===== config.mk =====
export PLATFORM = sky130hd
export DESIGN_NAME = instruction_fetch
export DESIGN_NICKNAME = d
export VERILOG_FILES = /design/src/rtl/ifu_pkg.sv /design/src/rtl/ifu_buffer.sv /design/src/rtl/instruction_fetch.sv
export SDC_FILE = /design/constraint.sdc
export NUM_CORES = 1
export LEC_CHECK = 0
export ABC_AREA = 1
export CAP_MARGIN = 5
export CORE_MARGIN = 4
export CORE_UTILIZATION = 47
export DETAILED_ROUTE_END_ITERATION = 6
export GPL_TIMING_DRIVEN = 0
export PLACE_DENSITY_LB_ADDON = 0.05
export SYNTH_ARGS = -nofsm -noshare
export SYNTH_HDL_FRONTEND = slang
export SYNTH_SLANG_ARGS = --single-unit
export TNS_END_PERCENT = 30

===== constraint.sdc =====
create_clock -name clk -period 2 [get_ports clk]
set_input_delay 0.5 -clock clk [delete_from_list [all_inputs] [get_ports clk]]
set_output_delay 0.5 -clock clk [all_outputs]
set_load 0.05 [all_outputs]

===== src/rtl/ifu_pkg.sv =====
// Shared types and constants for the instruction fetch unit.
// Build option IFU_PREFETCH_EN: when defined the fetch buffer is two entries
// deep and fetch runs ahead of a stalled decoder; otherwise one entry.
package ifu_pkg;

`ifdef IFU_PREFETCH_EN
  localparam int unsigned IFU_DEPTH = 2;
`else
  localparam int unsigned IFU_DEPTH = 1;
`endif

  // Width of occupancy / outstanding / kill counters (must hold IFU_DEPTH).
  localparam int unsigned IFU_CNT_W = $clog2(IFU_DEPTH + 1);

  localparam logic [31:0] IFU_RESET_PC = 32'h0000_0000;

  // Main-decoder opcode field values.
  localparam logic [5:0] R_FORMAT = 6'b000000;
  localparam logic [5:0] LW       = 6'b100011;
  localparam logic [5:0] SW       = 6'b101011;
  localparam logic [5:0] BEQ      = 6'b000100;

  typedef enum logic {
    RUN   = 1'b0,
    DRAIN = 1'b1
  } ifu_state_e;

  typedef struct packed {
    logic [31:0] pc;
    logic [31:0] word;
  } ifu_entry_t;

endpackage


===== src/rtl/ifu_buffer.sv =====
// Small synchronous FIFO of {pc, word} fetch results. The head always sits in
// entry 0 (shift on pop), so the head outputs come straight from registers.
module ifu_buffer
  import ifu_pkg::*;
#(
  parameter  int unsigned DEPTH = IFU_DEPTH,
  localparam int unsigned CNT_W = $clog2(DEPTH + 1)
) (
  input  logic             clk,
  input  logic             reset,
  input  logic             push_i,
  input  logic [31:0]      push_pc_i,
  input  logic [31:0]      push_word_i,
  input  logic             pop_i,
  input  logic             clear_i,
  output logic [31:0]      head_pc_o,
  output logic [31:0]      head_word_o,
  output logic             full_o,
  output logic             empty_o,
  output logic [CNT_W-1:0] count_o
);

  localparam logic [CNT_W-1:0] FULL_CNT = CNT_W'(DEPTH);

  ifu_entry_t       mem_q [DEPTH];
  ifu_entry_t       mem_d [DEPTH];
  logic [CNT_W-1:0] cnt_q, cnt_d;

  // Next contents: clear wins; otherwise pop shifts down, then push appends.
  always_comb begin
    mem_d = mem_q;
    cnt_d = cnt_q;
    if (clear_i) begin
      cnt_d = '0;
    end else begin
      if (pop_i && (cnt_q != '0)) begin
        for (int unsigned i = 0; i + 1 < DEPTH; i++) begin
          mem_d[i] = mem_q[i+1];
        end
        cnt_d = cnt_q - CNT_W'(1);
      end
      if (push_i && (cnt_q != FULL_CNT)) begin
        for (int unsigned i = 0; i < DEPTH; i++) begin
          if (i == 32'(cnt_d)) begin
            mem_d[i] = '{pc: push_pc_i, word: push_word_i};
          end
        end
        cnt_d = cnt_d + CNT_W'(1);
      end
    end
  end

  // Storage and occupancy registers.
  always_ff @(posedge clk) begin
    if (reset) begin
      cnt_q <= '0;
      for (int unsigned i = 0; i < DEPTH; i++) begin
        mem_q[i] <= '0;
      end
    end else begin
      cnt_q <= cnt_d;
      mem_q <= mem_d;
    end
  end

  assign head_pc_o   = mem_q[0].pc;
  assign head_word_o = mem_q[0].word;
  assign full_o      = (cnt_q == FULL_CNT);
  assign empty_o     = (cnt_q == '0);
  assign count_o     = cnt_q;

endmodule


===== src/rtl/instruction_fetch.sv =====
// Fetch stage: issues word requests to instruction memory under a credit limit,
// buffers responses and presents them to the main decoder with valid/ready.
// Redirects clear the buffer and discard responses still in flight.
// Build option IFU_PREFETCH_EN selects a 2-deep buffer (see ifu_pkg).
module instruction_fetch
  import ifu_pkg::*;
#(
  parameter logic [31:0] RESET_PC = IFU_RESET_PC
) (
  input  logic        clk,
  input  logic        reset,
  output logic        imem_req,
  output logic [31:0] imem_addr,
  input  logic        imem_ready,
  input  logic        imem_rvalid,
  input  logic [31:0] imem_rdata,
  output logic        instr_valid,
  input  logic        instr_ready,
  output logic [31:0] instr,
  output logic [5:0]  Opcode,
  output logic [31:0] pc_out,
  output logic [31:0] pc_plus4,
  input  logic        redirect,
  input  logic [31:0] redirect_target
);

  localparam int unsigned DEPTH = IFU_DEPTH;
  localparam int unsigned CW    = IFU_CNT_W;

  typedef logic [CW-1:0] cnt_t;
  typedef logic [CW:0]   sum_t;

  logic [31:0] fetch_pc_q, fetch_pc_d;
  cnt_t        outst_q, outst_d;
  cnt_t        kill_q, kill_d;
  logic        live_q;
  ifu_state_e  state_q, state_d;

  cnt_t        occ;
  logic        buf_full, buf_empty;
  logic [31:0] head_pc, head_word;
  logic        accept, pop, push, drop_rsp;
  logic [31:0] rsp_pc;

  assign accept = imem_req && imem_ready;
  assign pop    = instr_valid && instr_ready;
  // Responses return in order, so once nothing is being killed the oldest
  // outstanding request's PC sits outst_q words behind fetch_pc.
  assign rsp_pc = fetch_pc_q - 32'({outst_q, 2'b00});
  assign push   = imem_rvalid && !drop_rsp && !redirect && !buf_full;

  // Credit from registered occupancy + outstanding only; live_q holds it low in reset.
  assign imem_req  = live_q && ((sum_t'(occ) + sum_t'(outst_q)) < sum_t'(DEPTH));
  assign imem_addr = fetch_pc_q;

  // Next fetch PC, outstanding count and kill count.
  always_comb begin
    outst_d = outst_q;
    if (accept) begin
      outst_d = outst_d + cnt_t'(1);
    end
    if (imem_rvalid) begin
      outst_d = outst_d - cnt_t'(1);
    end

    kill_d = kill_q;
    if (redirect) begin
      kill_d = outst_d;
    end else if (imem_rvalid && drop_rsp) begin
      kill_d = kill_q - cnt_t'(1);
    end

    fetch_pc_d = fetch_pc_q;
    if (redirect) begin
      fetch_pc_d = redirect_target & ~32'h3;
    end else if (accept) begin
      fetch_pc_d = fetch_pc_q + 32'd4;
    end
  end

  // Fetch PC and counter registers.
  always_ff @(posedge clk) begin
    if (reset) begin
      fetch_pc_q <= RESET_PC;
      outst_q    <= '0;
      kill_q     <= '0;
      live_q     <= 1'b0;
    end else begin
      fetch_pc_q <= fetch_pc_d;
      outst_q    <= outst_d;
      kill_q     <= kill_d;
      live_q     <= 1'b1;
    end
  end

  // FSM state register.
  always_ff @(posedge clk) begin
    if (reset) begin
      state_q <= RUN;
    end else begin
      state_q <= state_d;
    end
  end

  // FSM next state: drain while wrong-path responses remain to be discarded.
  always_comb begin
    state_d = state_q;
    unique case (state_q)
      RUN:     if (redirect && (kill_d != '0)) state_d = DRAIN;
      DRAIN:   if (kill_d == '0)               state_d = RUN;
      default: state_d = RUN;
    endcase
  end

  // FSM outputs: responses arriving while draining are discarded.
  always_comb begin
    drop_rsp = 1'b0;
    unique case (state_q)
      RUN:     drop_rsp = 1'b0;
      DRAIN:   drop_rsp = 1'b1;
      default: drop_rsp = 1'b0;
    endcase
  end

  ifu_buffer #(
    .DEPTH (DEPTH)
  ) u_buf (
    .clk         (clk),
    .reset       (reset),
    .push_i      (push),
    .push_pc_i   (rsp_pc),
    .push_word_i (imem_rdata),
    .pop_i       (pop),
    .clear_i     (redirect),
    .head_pc_o   (head_pc),
    .head_word_o (head_word),
    .full_o      (buf_full),
    .empty_o     (buf_empty),
    .count_o     (occ)
  );

  assign instr_valid = !buf_empty;
  assign instr       = head_word;
  assign Opcode      = head_word[31:26];
  assign pc_out      = head_pc;
  assign pc_plus4    = head_pc + 32'd4;

endmodule


==> results.ini <==
[sta]
finalHoldViolations = 0
finalWorstSetupSlack_ns = -0.5226
finalCriticalPeriod_ns = 2.523
fin_worst_skew_ns = 0.007751
finalSetupViolCount = 26
fmax_ghz = 0.3964
worst_pin_slew_ns = 0.5628
slew_violations = 0
post-route-period-util_pct = 126.1
rsz0062_at_grt = yes
max_slew_margin_pct = 62.48

[run_status]
outcome = complete, but fails checks
violations = design-rule violations, negative setup slack

[detailed_routing]
wl_per_cell_um = 16.45
viasPerCell = 5.241
dr_total_vias = 7542
drc = 2
wirelength_um = 23670
drt_iter0_markers = 731
antenna_left = 0
firstDrtPassIters = 7

[synth]
synth_cell_types = 34
synth.avg_cell_area_um2 = 6.129
ys_ff_latch = 97
syn_inst = 1012
async_reset_ff_share_pct = 0
ys_seq_area_share_pct = 31.31
synth_edf_count = 0
synth_warnings = 0
post_synth_instance_area_um2 = 6202
synthFlopType = dfxtp_1

[critical_path]
cp.required_ns = 1.50
crit_path_start_kind = flop
crit_family = buffers and inverters
cpPeakStageDelay_ns = 0.36
crit_chain = clkinvlp_4 > buf_4 > nor3_4 > nand2_2 > inv_2 > nand4_1 > xor2_4 > buf_6
critPathMaxFanout = 5
critPathBufInv = 4
critPathKind = flop to output pin
cp_slowest_cell = dfxtp_4
crit_path_end_kind = output pin
cp.arrival_ns = 2.02

[floorplan]
start_util_pct = 48.56
die_y_um = 122.9
die_area_um2 = 15100
io_pins = 206
die-width_um = 122.9
core_um2 = 12770
fp-row-count = 41

[finish]
final_util_pct = 75.77
final_common_cell = nand2_1
finalNetCount = 1336
drive_gt1_share_pct = 20.68
fillers = 999
syn_to_final_growth_pct = 56.04
postLayoutCellArea_um2 = 9678
layout_common_cells = 234 x nand2_1, 163 x nor2_1, 112 x inv_1
antenna_cells = 0

[grt]
overflow = 0
grtUsageTotal_pct = 29.85
grt_max_degree = 19
antenna_found_initial = 0
grt_pass1_vias = 6891
grt_pass1_wl_um = 35220

[place]
post-dp-hpwl_um = 17300
placed_area_um2 = 8840
pre_cts_slack_ns = -0.9254
port_buffers = 196
place.gp.congestion = 0.9344

[power]
p_per_area_nw_per_um2 = 645.3
peakVddDrop_v = 0.0005450
leakage_nw = 4.660

[clocking]
clockRootBuffer = clkbuf_16
cts-buffers-inserted = 9
clk_path_buf_depth = 2
clock_latency_ns = 0.36
cts_tree = done
cts_sinks = 97
cts_max_level = 3
clk_pin_slew_ns = 0.07
hold_buffers = 0

[run]
maxCapViolations = 0

[worst_hold_path]
hold_class = flop to flop

-- routing by layer --
layer | vias to the layer above | wire length (µm) | share of wire [%] | GRT usage, %
met3 | 78 | 1850 | 7.8 | 3.779
met5 | - | 0 | 0 | 0
li1 | 3677 | - | - | -
met4 | 0 | 956 | 4.0 | 11.27
met1 | 3383 | 9163 | 39 | 37.82
met2 | 404 | 11700 | 49 | 51.69
-- worst register-to-register path, delay by kind of cell (launching register included) --
family          cells  cell delay, ns
flops               1            0.38
compound gates      1            0.06
fa+ha+maj           2            0.46
buf+inv             1            0.13
simple gates        6            0.68
-- flip-flops by register name, summed over array words and instances (netlist names) --
signal / flops
u_buf.head_word_o: 32
kill_q: 1
outst_q: 1
imem_addr: 30
state_q: 1
live_q: 1
u_buf.count_o: 1
u_buf.head_pc_o: 30
-- worst paths after layout --
path                                               to             startpoint  slack, ns  cells after the start
worst min register to register  u_buf.head_word_o[12]  u_buf.head_word_o[12]       0.48                      2
worst max register to register    u_buf.head_pc_o[22]           imem_addr[2]       0.18                     10
worst min-delay path            u_buf.head_word_o[12]  u_buf.head_word_o[12]       0.48                      2
worst max-delay path                     pc_plus4[26]     u_buf.head_pc_o[6]      -0.52                      8
-- cell families after synthesis --
group	count (synthesis)	share of synthesized area, %
DFF	97	31.31
buffers and inverters	175	11.96
AOI/OAI and AO/OA	135	11.32
xor gates and xnor gates	38	5.366
and+or+nand+nor	562	39.18
adders and majority gates	4	0.8070
other	1	0.06046
-- Yosys cell counts, types with 5 or more instances --
cell	n	share of area, %
xor2_1	35	4.9
nand2_1	248	15
buf_4	15	1.8
nor2_1	172	10
a21oi_1	44	3.6
buf_2	17	1.4
dfxtp_1	97	31
o21ai_0	70	5.6
nor2_4	5	0.91
nor3_1	14	1.1
o21ai_1	7	0.56
a31oi_1	8	0.81
nor2_2	12	1.2
o211ai_1	5	0.61
nand3_2	6	0.97
inv_1	121	7.3
clkbuf_1	16	0.97
nand4_1	16	1.6
nand3_1	72	5.8
-- metrics by stage --
step                      cells  hold slack, ns  power, mW  setup TNS [ns]
after global routing       1439          0.5049      6.474          -12.09
after floorplan            1017          0.5285      3.656          -2.573
after global placement     1385          0.4606      4.375          -22.63
final                      1439          0.4819      6.245          -10.27
after detailed placement   1385          0.4718      4.394          -24.63
after CTS                  1425          0.4836      6.175          -9.156
-- where the power goes --
group | total [mW] | internal [mW] | switching (mW)
Combinational | 2.15 | 0.694 | 1.46
Sequential | 2.26 | 2.08 | 0.185
Clock | 1.83 | 0.995 | 0.839
Total | 6.25 | 3.77 | 2.48
-- final cells by class --
class | instances | area (µm²) | area share, %
tap | 172 | 215.2 | 2.224
clock inverter | 7 | 83.83 | 0.8662
multi-input combinational | 745 | 4178 | 43.17
clock buffer | 9 | 225.2 | 2.327
buffer | 50 | 274.0 | 2.831
inverter | 125 | 488.0 | 5.042
sequential | 97 | 2012 | 20.79
timing repair buffer | 234 | 2202 | 22.75
-- timing repair --
action                                  4_1_cts  5_1_grt
setup buffers                                24       14
pin swaps                                    29       22
resized for setup                           323       56
endpoints found under the setup margin      130       51
cloned                                        0        0
(Power assumes the default switching activity.)
==> patch 1 (same settings) <==
Add a define of `IFU_PREFETCH_EN`.
--- a/src/rtl/ifu_pkg.sv
+++ b/src/rtl/ifu_pkg.sv
@@ -1,6 +1,8 @@
 // Shared types and constants for the instruction fetch unit.
 // Build option IFU_PREFETCH_EN: when defined the fetch buffer is two entries
 // deep and fetch runs ahead of a stalled decoder; otherwise one entry.
+`define IFU_PREFETCH_EN
+
 package ifu_pkg;
 
 `ifdef IFU_PREFETCH_EN
Behaviour: not the same (Yosys sat finds a counterexample within 4 cycles, from zero or initial values and one cycle with reset high).
==> patch 1 against the original RTL <==
- the flow finishes with violations (negative setup slack)
- total power increased by 64%
- first-iteration DRC count up 53%
- count of clock-buffer cells in the layout increased by 9
- setup slack got worse by 170 ps
- routed wire length is 68% higher
- design area is 60% higher
- clock skew is 7.1 ps higher
- register-to-register slack got worse by 570 ps
- hold slack lost 77 ps
- synthesized cell count increased by 47%
- combinational power is 53% higher
- sequential power is 62% higher
- synthesized area grew 59%
- sequential cell count is 67 higher
- critical path type unchanged
==> patch 1: results <==
set metrics [dict create \
    drive_gt1_frac 0.376 \
    hold_path_class "in2reg" \
    placed_cells 1956 \
    p_leak_nw 6.73 \
    ys_seq_area_frac 0.333 \
    status "finished with violations" \
    crit_start "u_buf.head_pc_o[7]$_SDFFE_PP0N_" \
    maxSlewHeadroom 0.353 \
    fin_cells 2090 \
    synth.distinct_cells 45 \
    place_hpwl_um 25300 \
    tritoncts.num_buffers 17 \
    reg2reg_from "u_buf.count_o[0]$_SDFF_PP0_" \
    clk_latency_ps 440 \
    finalWirelength_um 39800 \
    h-tree-depth 4 \
    ir_drop_mv 0.654 \
    gp_congestion 0.922 \
    setup_violations 187 \
    r2r_setup_slack_ps -390 \
    first_iter_violations 1118 \
    fin_ws_ps -688 \
    violations "negative setup slack" \
    crit_end "pc_plus4[25]" \
    yosys-top-cells-count "nand2_1 (429), dfxtp_1 (164), inv_1 (134)" \
    grtUsageTotal 0.300 \
]
==> patch 1: logic make-up (layout without fill, tap and decap cells) <==
group,after synthesis,count (layout),synth area share
other,1,2,0.000380
AO/OA/AOI/OAI,291,291,0.164
adder cells (fa/ha/maj),10,10,0.0142
XOR/XNOR,50,50,0.0444
flip-flops,164,164,0.333
buffers and inverters,290,623,0.152
AND/OR/NAND/NOR,680,680,0.291
==> patch 1: stage by stage <==
stage,setup WS [ps],cell area (µm²),TNS (ps)
2_1_floorplan,-250,10100,-25060
3_3_place_gp,-1040,12400,-111380
3_5_place_dp,-1050,12400,-115980
4_1_cts,-610,14600,-30720
5_1_grt,-737,15500,-57380
6_report,-688,15500,-44670
==> patch 1: critical path, stage by stage, from the launching register on <==
cell	delay (ps)
dfxtp_4	390
nand2_4	70
nor3_4	270
nand4_4	180
buf_6	170
nor2_4	140
nand2_4	70
nor2_4	120
xor2_2	160
buf_6	180
==> patch 1: worst min path at each step <==
stage	start	end	cells after the start	slack (ps)
after floorplan	u_buf.head_pc_o[0]$_SDFFE_PP0N_	u_buf.head_pc_o[0]$_SDFFE_PP0N_	2	440
after global routing	redirect	state_q$_SDFF_PP0_	3	420
after global placement	u_buf.mem_q[24]$_SDFFE_PP0P_	u_buf.mem_q[24]$_SDFFE_PP0P_	2	450
final	redirect	state_q$_SDFF_PP0_	3	410
after CTS	redirect	state_q$_SDFF_PP0_	3	420
after detailed placement	u_buf.mem_q[4]$_SDFFE_PP0P_	u_buf.mem_q[4]$_SDFFE_PP0P_	2	460
==> patch 1: layout make-up <==
class / instances / area (µm²)
inverters: 141 / 576
fillers: 1495 / 4920
plain buffers: 145 / 1200
clock inverters: 14 / 164
repair inverters: 1 / 8.76
flip-flops and latches: 164 / 3370
repair buffers: 304 / 2950
multi-input cells: 1033 / 6470
clock buffers: 18 / 429
well taps: 270 / 338
==> patch 1: what timing repair did <==
item / 4_1_cts / 5_1_grt
gates resized for setup: 599 / 239
setup endpoints to repair: 292 / 209
cloned: 14 / 2
pin swaps: 75 / 74
buffers inserted: 69 / 25
==> patch 1: layer usage <==
| layer | GRT usage | vias up | share of wire |
|---|---|---|---|
| met3 | 0.0486 | 129 | 0.085 |
| met1 | 0.408 | 5308 | 0.40 |
| met5 | 0 | - | 0 |
| met2 | 0.480 | 653 | 0.47 |
| met4 | 0.115 | 0 | 0.040 |
| li1 | - | 5389 | - |
==> patch 1: where the power goes <==
| part | switching [mW] | internal, mW |
|---|---|---|
| Combinational | 2.02 | 1.25 |
| Sequential | 0.228 | 3.43 |
| Clock | 1.61 | 1.67 |
| Total | 3.86 | 6.36 |
==> patch 2 (same settings) <==
Without the edit above. Add an input register stage for `redirect_target`, without a reset; this delays it by one clock. The other inputs are not delayed to match.
--- a/src/rtl/instruction_fetch.sv
+++ b/src/rtl/instruction_fetch.sv
@@ -29,6 +29,12 @@
 
   typedef logic [CW-1:0] cnt_t;
   typedef logic [CW:0]   sum_t;
+
+  logic [31:0] redirect_target_q;
+
+  always_ff @(posedge clk) begin
+    redirect_target_q <= redirect_target;
+  end
 
   logic [31:0] fetch_pc_q, fetch_pc_d;
   cnt_t        outst_q, outst_d;
@@ -72,7 +78,7 @@
 
     fetch_pc_d = fetch_pc_q;
     if (redirect) begin
-      fetch_pc_d = redirect_target & ~32'h3;
+      fetch_pc_d = redirect_target_q & ~32'h3;
     end else if (accept) begin
       fetch_pc_d = fetch_pc_q + 32'd4;
     end
Behaviour: not the same (Yosys sat finds a counterexample within 4 cycles, from zero or initial values and one cycle with reset high).
==> patch 2 against the original RTL <==
- the run ends with negative setup slack left
- via count rose by 2.5%
- setup slack got worse by 120 ps
- global-route usage is 1.4 points lower
- total power increased by 31%
- design area rose by 8.1%
- sequential cell count increased by 30
- cell count up 2.1%
- non-clock buffer count down 4
- clock power rose by 73%
- routed wire length increased by 4.8%
- synthesized area increased by 9.3%
==> patch 2: results <==
set metrics [dict create \
    worst_pin_slew_ps 652 \
    h-tree-depth 4 \
    worstPathMaxFanout 3 \
    clk_latency_ps 420 \
    p_leak_nw 4.87 \
    reg2reg_from "imem_addr[3]$_SDFFE_PP0P_" \
    placed_cell_area_um2 9360 \
    tritoncts.num_buffers 17 \
    num-fill-cells 1129 \
    gp_congestion 1.00 \
    port_buffers 195 \
    grt_pass1_vias 7204 \
    grt_util_met1 0.352 \
    violations "negative setup slack" \
    status "finished with violations" \
    ys_top_cells_by_area "dfxtp_1 (37%), nand2_1 (13%), nor2_1 (11%)" \
    grt_max_degree 17 \
    fin_hold_ws_ps 467 \
    dp_slack_ps -970 \
    setup_violations 28 \
    route.vias.total 7729 \
    hp-start "redirect_target_q[19]$_DFF_P_" \
    wl_met3_um 1690 \
    skew_ps 7.67 \
    wl_per_cell_um 16.9 \
    min_to "imem_addr[19]$_SDFFE_PP0P_" \
    crit_start "u_buf.head_pc_o[2]$_SDFFE_PP0P_" \
    ys_seq_area_frac 0.375 \
    timing.setup.tns_ps -10850 \
    grtUsageTotal 0.285 \
    wl_met2_um 12100 \
    r2r_setup_slack_ps 140 \
    fin_ws_ps -638 \
    synth.distinct_cells 36 \
    grtUsageMet2 0.479 \
    arrival_ps 2140 \
    place_hpwl_um 17800 \
    placed_cells 1406 \
]
patch 2: changes by cell type in the layout (fill, tap and decap cells not counted), moves of 9 or more:
cell            delta
nand3_1           -16
nor2_1            +20
xor2_1            +10
clkbuf_16          +9
dfxtp_1           +28
nand2_1           -19
inv_1             -21
dlymetal6s2s_1    -10
patch 2: timing repair:
item / 4_1_cts / 5_1_grt
hold buffers: 0 / 0
buffers inserted: 21 / 10
pin swaps: 32 / 23
resized for setup: 382 / 49
endpoints found under the setup margin: 133 / 44
patch 2: cell families (layout without fill, tap and decap cells):
logic type | count (synthesis) | count (layout) | synth area share
XOR/XNOR | 47 | 47 | 0.0607
flip-flops | 127 | 127 | 0.375
buffers and inverters | 162 | 420 | 0.104
adder cells (fa/ha/maj) | 4 | 4 | 0.00738
other | 1 | 6 | 0.000553
AO/OA/AOI/OAI | 137 | 137 | 0.107
AND/OR/NAND/NOR | 548 | 548 | 0.345
patch 2: area by class of cell:
class / count / area share
Multi-Input combinational cell: 742 / 0.400
Sequential cell: 127 / 0.250
Timing Repair Buffer: 226 / 0.201
Clock buffer: 21 / 0.0470
Inverter: 108 / 0.0398
Buffer: 54 / 0.0289
Tap cell: 180 / 0.0215
Clock inverter: 11 / 0.0120
patch 2: critical path, stage by stage (launching register included):
cell and delay (ps):
dfxtp_4 390, ha_4 160, nand3_4 90, nor2_4 120, nand2_2 90, nor3_4 170
nand4_1 280, xor2_4 240, buf_6 170
patch 2: power by group:
group	switching, mW	leakage [nW]	internal (mW)
combinational	1.43	3.50	0.664
clock	1.16	0.298	2.01
sequential	0.199	1.07	2.71
total	2.79	4.87	5.39
